--- config.mk ---
export PLATFORM = sky130hd
export DESIGN_NAME = delay_sched
export DESIGN_NICKNAME = d
export VERILOG_FILES = /design/src/rtl/delay_sched_pkg.sv /design/src/rtl/delay_sched_rr_pick.sv /design/src/rtl/delay_sched.sv
export SDC_FILE = /design/constraint.sdc
export NUM_CORES = 1
export LEC_CHECK = 0
export BUFFER_PORTS_ARGS = -buffer_cell sky130_fd_sc_hd__buf_4
export CORE_MARGIN = 2
export CORE_UTILIZATION = 47
export DETAILED_ROUTE_END_ITERATION = 10
export PLACE_DENSITY = 0.73
export SYNTH_ARGS = -nofsm -noshare
export SYNTH_HDL_FRONTEND = slang
export SYNTH_SLANG_ARGS = --single-unit
--- constraint.sdc ---
create_clock -name clk -period 2.5 [get_ports clk]
set_input_delay 0.25 -clock clk [delete_from_list [all_inputs] [get_ports clk]]
set_output_delay 0.25 -clock clk [all_outputs]
set_load 0.03 [all_outputs]
--- src/rtl/delay_sched_pkg.sv ---
// Shared types and defaults for the delay_sched round-robin delay-timer scheduler.
package delay_sched_pkg;

    typedef enum logic [1:0] {
        IDLE,
        RUN,
        DONE
    } state_t;

    localparam int unsigned NREQ_DEF    = 4;
    localparam int unsigned CBITS_DEF   = 13;
    localparam int unsigned MAX_DLY_DEF = 7500;
    localparam int unsigned ID_W_DEF    = $clog2(NREQ_DEF);

    // Owner-id width; never narrower than one bit.
    function automatic int unsigned id_width(input int unsigned n);
        return (n > 1) ? $clog2(n) : 1;
    endfunction

endpackage

--- src/rtl/delay_sched_rr_pick.sv ---
// Combinational round-robin picker: first set req bit searching upward from ptr+1, modulo NREQ.
module rr_pick
    import delay_sched_pkg::*;
#(
    parameter int unsigned NREQ = NREQ_DEF,
    parameter int unsigned IDW  = id_width(NREQ)
) (
    input  logic [NREQ-1:0] req,
    input  logic [IDW-1:0]  ptr,
    output logic [IDW-1:0]  winner,
    output logic            valid
);

    int unsigned    idx;
    logic [IDW-1:0] sel;

    always_comb begin
        winner = '0;
        valid  = 1'b0;
        idx    = 0;
        sel    = '0;
        for (int unsigned k = 1; k <= NREQ; k++) begin
            idx = (32'(ptr) + k) % NREQ;
            sel = idx[IDW-1:0];
            if (!valid && req[sel]) begin
                valid  = 1'b1;
                winner = sel;
            end
        end
    end

endmodule

--- src/rtl/delay_sched.sv ---
// Round-robin scheduler sharing one programmable delay timer among NREQ requesters.
module delay_sched
    import delay_sched_pkg::*;
#(
    parameter int unsigned NREQ    = NREQ_DEF,
    parameter int unsigned CBITS   = CBITS_DEF,
    parameter int unsigned MAX_DLY = MAX_DLY_DEF
) (
    input  logic                  clk,
    input  logic                  rst_n,
    input  logic [NREQ-1:0]       req,
    input  logic [NREQ*CBITS-1:0] dly,
    output logic [NREQ-1:0]       gnt,
    output logic [NREQ-1:0]       done,
    output logic                  busy,
    output logic [CBITS-1:0]      cnt
);

    localparam int unsigned      IDW   = id_width(NREQ);
    localparam logic [CBITS-1:0] MAX_C = CBITS'(MAX_DLY);

    state_t           state, state_nxt;
    logic [IDW-1:0]   id, rr_ptr, win_id;
    logic             win_valid;
    logic [CBITS-1:0] target, dly_win, dly_clamped;

    rr_pick #(.NREQ(NREQ), .IDW(IDW)) u_pick (
        .req    (req),
        .ptr    (rr_ptr),
        .winner (win_id),
        .valid  (win_valid)
    );

    assign dly_win     = dly[win_id*CBITS +: CBITS];
    assign dly_clamped = (dly_win > MAX_C) ? MAX_C : dly_win;

    always_ff @(posedge clk or negedge rst_n) begin
        if (!rst_n) state <= IDLE;
        else        state <= state_nxt;
    end

    always_comb begin
        state_nxt = state;
        case (state)
            IDLE: if (win_valid) state_nxt = RUN;
            RUN: begin
                if (!req[id])           state_nxt = IDLE;
                else if (cnt == target) state_nxt = DONE;
            end
            DONE:    state_nxt = IDLE;
            default: state_nxt = IDLE;
        endcase
    end

    always_comb begin
        gnt  = '0;
        done = '0;
        busy = 1'b0;
        case (state)
            RUN: begin
                gnt[id] = 1'b1;
                busy    = 1'b1;
            end
            DONE: begin
                done[id] = 1'b1;
                busy     = 1'b1;
            end
            default: ;
        endcase
    end

    // An abandoning owner moves rr_ptr just like a completing one, so it loses its turn.
    always_ff @(posedge clk or negedge rst_n) begin
        if (!rst_n) begin
            id     <= '0;
            target <= '0;
            cnt    <= '0;
            rr_ptr <= IDW'(NREQ - 1);
        end else begin
            case (state)
                IDLE: begin
                    if (win_valid) begin
                        id     <= win_id;
                        target <= dly_clamped;
                        cnt    <= '0;
                    end
                end
                RUN: begin
                    if (!req[id]) begin
                        cnt    <= '0;
                        rr_ptr <= id;
                    end else if (cnt != target) begin
                        cnt <= cnt + CBITS'(1);
                    end
                end
                DONE: begin
                    rr_ptr <= id;
                    cnt    <= '0;
                end
                default: ;
            endcase
        end
    end

    a_gnt_onehot0: assert property (@(posedge clk) disable iff (!rst_n) $onehot0(gnt));
    a_done_onehot0: assert property (@(posedge clk) disable iff (!rst_n) $onehot0(done));
    a_done_after_gnt: assert property (@(posedge clk) disable iff (!rst_n) |done |-> $past(|gnt));
    a_cnt_bound: assert property (@(posedge clk) disable iff (!rst_n) cnt <= MAX_C);
    a_busy: assert property (@(posedge clk) disable iff (!rst_n) busy == (|gnt || |done));

`ifdef FORMAL
    for (genvar i = 0; i < NREQ; i++) begin : g_live
        a_live: assert property (@(posedge clk)
            ((s_eventually always rst_n) and (always (req[i] |-> (req[i] s_until done[i]))))
            implies (always (req[i] |-> s_eventually done[i])));
    end
`endif

endmodule
==> impl_metrics.tcl <==
set metrics [dict create \
    antenna_found_initial 0 \
    syn_nets 349 \
    ys.flop_type "dfrtp_1" \
    ys_ff_latch 32 \
    max_cap_violations 0 \
    grt_util_all_layers 0.2338 \
    place_congestion 0.8449 \
    pre_cts_slack_ps -48.95 \
    critPathCaptureType "register" \
    worstReg2RegEnd "target[9]$_DFFE_PN0P_" \
    critPathKind "register to register" \
    drive_gt1_frac 0.3791 \
    core_area_sq_um 5172 \
    root_buffer "clkbuf_8" \
    holdWs_ps 427.1 \
    netlist_area_sq_um 2539 \
    die_height_microns 77.50 \
    route.final.wire_length_microns 7150 \
    switching_power_mw 1.523 \
    period_share 0.9995 \
    ff2ff_path_depth 10 \
    fin_util 0.7158 \
    hpwl_microns 5035 \
    htree_levels 2 \
    place_area_sq_um 3336 \
    drc 0 \
    crit_start "rr_ptr[0]$_DFFE_PN1P_" \
    fin_crit_ps 2499 \
    setup.worst_path.start_class "register" \
    status "completed" \
    portBuffers 79 \
    fp-row-count 26 \
    ioPinCount 80 \
    hold_viol 0 \
    clkPwrFrac 0.111 \
    cp.arrival_ps 2680 \
    yosysSeqAreaShare 0.3164 \
    diodes 0 \
    dr.pass1.iters 4 \
    fin_skew_ps 7.593 \
    clk_latency_ps 290 \
    finalSetupViolCount 0 \
    leakage_nw 1.743 \
    worst-path-max-fanout 8 \
    layout_common_cells "buf_4 (103), nand2_1 (33), dfrtp_1 (30)" \
    drtIter0Drc 132 \
    fmax_mhz 400.2 \
    ant_nets 0 \
    via_count 2646 \
    grt_max_degree 33 \
    cts_buffers 5 \
    grt_overflow 0 \
    yosys_warnings 0 \
    p_int_mw 2.154 \
    avgSynthCellArea_sq_um 8.846 \
    ir_drop_mv 0.4862 \
    wl_per_cell_microns 15.44 \
    synth_cell_types 49 \
    maxSlewViolCount 0 \
    syn_to_final_growth_pct 45.84 \
    initial_core_util 0.4908 \
    fin_ws_ps 1.236 \
    tightest_slew_ps 1186 \
    postSynthCellCount 287 \
    rsz0062_at_grt "yes" \
    share_comb_of_total_power 0.658 \
    tritoncts "built" \
    clk_path_buf_depth 2 \
    grt_pass1_wl_microns 11520 \
    max_slew_margin 0.2029 \
    fin_area_sq_um 3702 \
    final_nets 454 \
    via_per_inst 5.715 \
    synthArstFlopShare 1.000 \
    clkTransAtPathRegs_ps 70 \
    power_frac_seq 0.231 \
    die-area_sq_um 6005 \
    hold_class "primary input to async pin" \
    dieWidth_microns 77.50 \
    endpoint "target[9]$_DFFE_PN0P_" \
    first_global_vias 2530 \
    cts.sinks 32 \
    final_common_cell "buf_4" \
    regToRegSetupSlack_ps 1 \
    cp.required_ps 2680 \
    powerDensity_nw_per_um2 993.2 \
    power.share.switching 0.4142 \
    finalPower_mw 3.677 \
    r2r_start "rr_ptr[0]$_DFFE_PN1P_" \
    synth_edf_count 0 \
]
flip-flops by register name, summed over array words and instances, names as in the netlist:
signal and flops:
id 2, state 2, cnt 13, rr_ptr 2, target 13
worst max-delay path: stages (launching register included):
cell and delay [ps]:
dfstp_2 530, and2b_4 190, a221oi_4 260, buf_6 160, buf_12 130, buf_12 110
mux2i_2 70, mux2_4 280, o211a_1 130, a311o_1 330, o21a_1 190
stage by stage:
stage / TNS, ps / cells
floorplan: 0 / 287
global placement: 0 / 443
detailed placement: -48.95 / 443
CTS: -3.308 / 457
global route: -220.5 / 463
finish: 0 / 463
cells in the mapped netlist, types with 2 or more instances:
cell / number / share of area
o211ai_1: 4 / 0.012
nor4bb_1: 4 / 0.016
a211oi_1: 6 / 0.018
nor2b_1: 3 / 0.0074
xor2_1: 2 / 0.0069
nand3_1: 19 / 0.037
buf_6: 2 / 0.0089
buf_2: 2 / 0.0039
o31ai_1: 7 / 0.021
mux2i_1: 35 / 0.14
and3_1: 9 / 0.022
dfstp_2: 2 / 0.021
o21a_1: 4 / 0.012
o21ai_0: 20 / 0.039
xnor2_1: 11 / 0.038
a211o_1: 2 / 0.0069
inv_1: 6 / 0.0089
ha_1: 4 / 0.020
o211a_1: 2 / 0.0079
nor2_1: 8 / 0.012
a41oi_1: 2 / 0.0069
dfrtp_1: 30 / 0.30
a31oi_1: 3 / 0.0074
mux2_2: 6 / 0.027
nand2_1: 33 / 0.049
nand4_1: 5 / 0.012
o21ai_1: 4 / 0.0079
nor3_1: 3 / 0.0059
a21oi_1: 13 / 0.026
nand2b_1: 3 / 0.0074
clkbuf_1: 9 / 0.013
nor3b_1: 7 / 0.021
worst min-delay path by stage:
| stage | startpoint | to | slack (ps) | depth (start not counted) |
|---|---|---|---|---|
| after floorplan | rst_n | cnt[0]$_DFFE_PN0P_ | -50 | 0 |
| after global placement | rst_n | state[0]$_DFFE_PN0P_ | 200 | 1 |
| after detailed placement | rst_n | state[0]$_DFFE_PN0P_ | 210 | 1 |
| after CTS | req[2] | id[0]$_DFFE_PN0P_ | 430 | 4 |
| after global routing | rst_n | state[0]$_DFFE_PN0P_ | 450 | 2 |
| final | rst_n | state[0]$_DFFE_PN0P_ | 430 | 2 |
power groups by stage:
stage	clock (mW)	sequential [mW]	combinational [mW]
finish	0.408	0.851	2.42
floorplan	0	0.829	1.38
CTS	0.414	0.854	2.16
global route	0.446	0.874	2.64
detailed placement	0	0.863	1.98
global placement	0	0.855	1.95
area by class of cell:
cell class	instances	area (sq um)
Multi-Input combinational cell	234	1742
Fill cell	380	1470
Timing Repair Buffer	113	954.7
Sequential cell	32	803.3
Tap cell	70	87.58
Clock buffer	6	82.58
Inverter	6	22.52
Clock inverter	2	10.01
timing repair:
| action | CTS | global route |
|---|---|---|
| pin swaps | 3 | 5 |
| setup buffers | 4 | 4 |
| hold endpoints to repair | 30 | 0 |
| cloned | 1 | 2 |
| hold buffers | 1 | 0 |
| setup endpoints to repair | 2 | 9 |
| gates resized for setup | 5 | 20 |
logic make-up after synthesis:
group / count (synthesis) / synth area share
mux: 42 / 0.1735
flops: 32 / 0.3164
simple gates: 101 / 0.2109
compound gates: 74 / 0.1952
buf+inv: 21 / 0.03943
fa+ha+maj: 4 / 0.01971
xor+xnor: 13 / 0.04485
layer usage:
layer	track usage	routed length, microns	vias to the layer above
li1	-	-	1281
met1	0.3003	3067	1244
met2	0.3948	3530	108
met3	0.04419	408	13
met4	0.07857	144	0
met5	0	0	-
No activity file was read; power rests on OpenSTA's default activity.
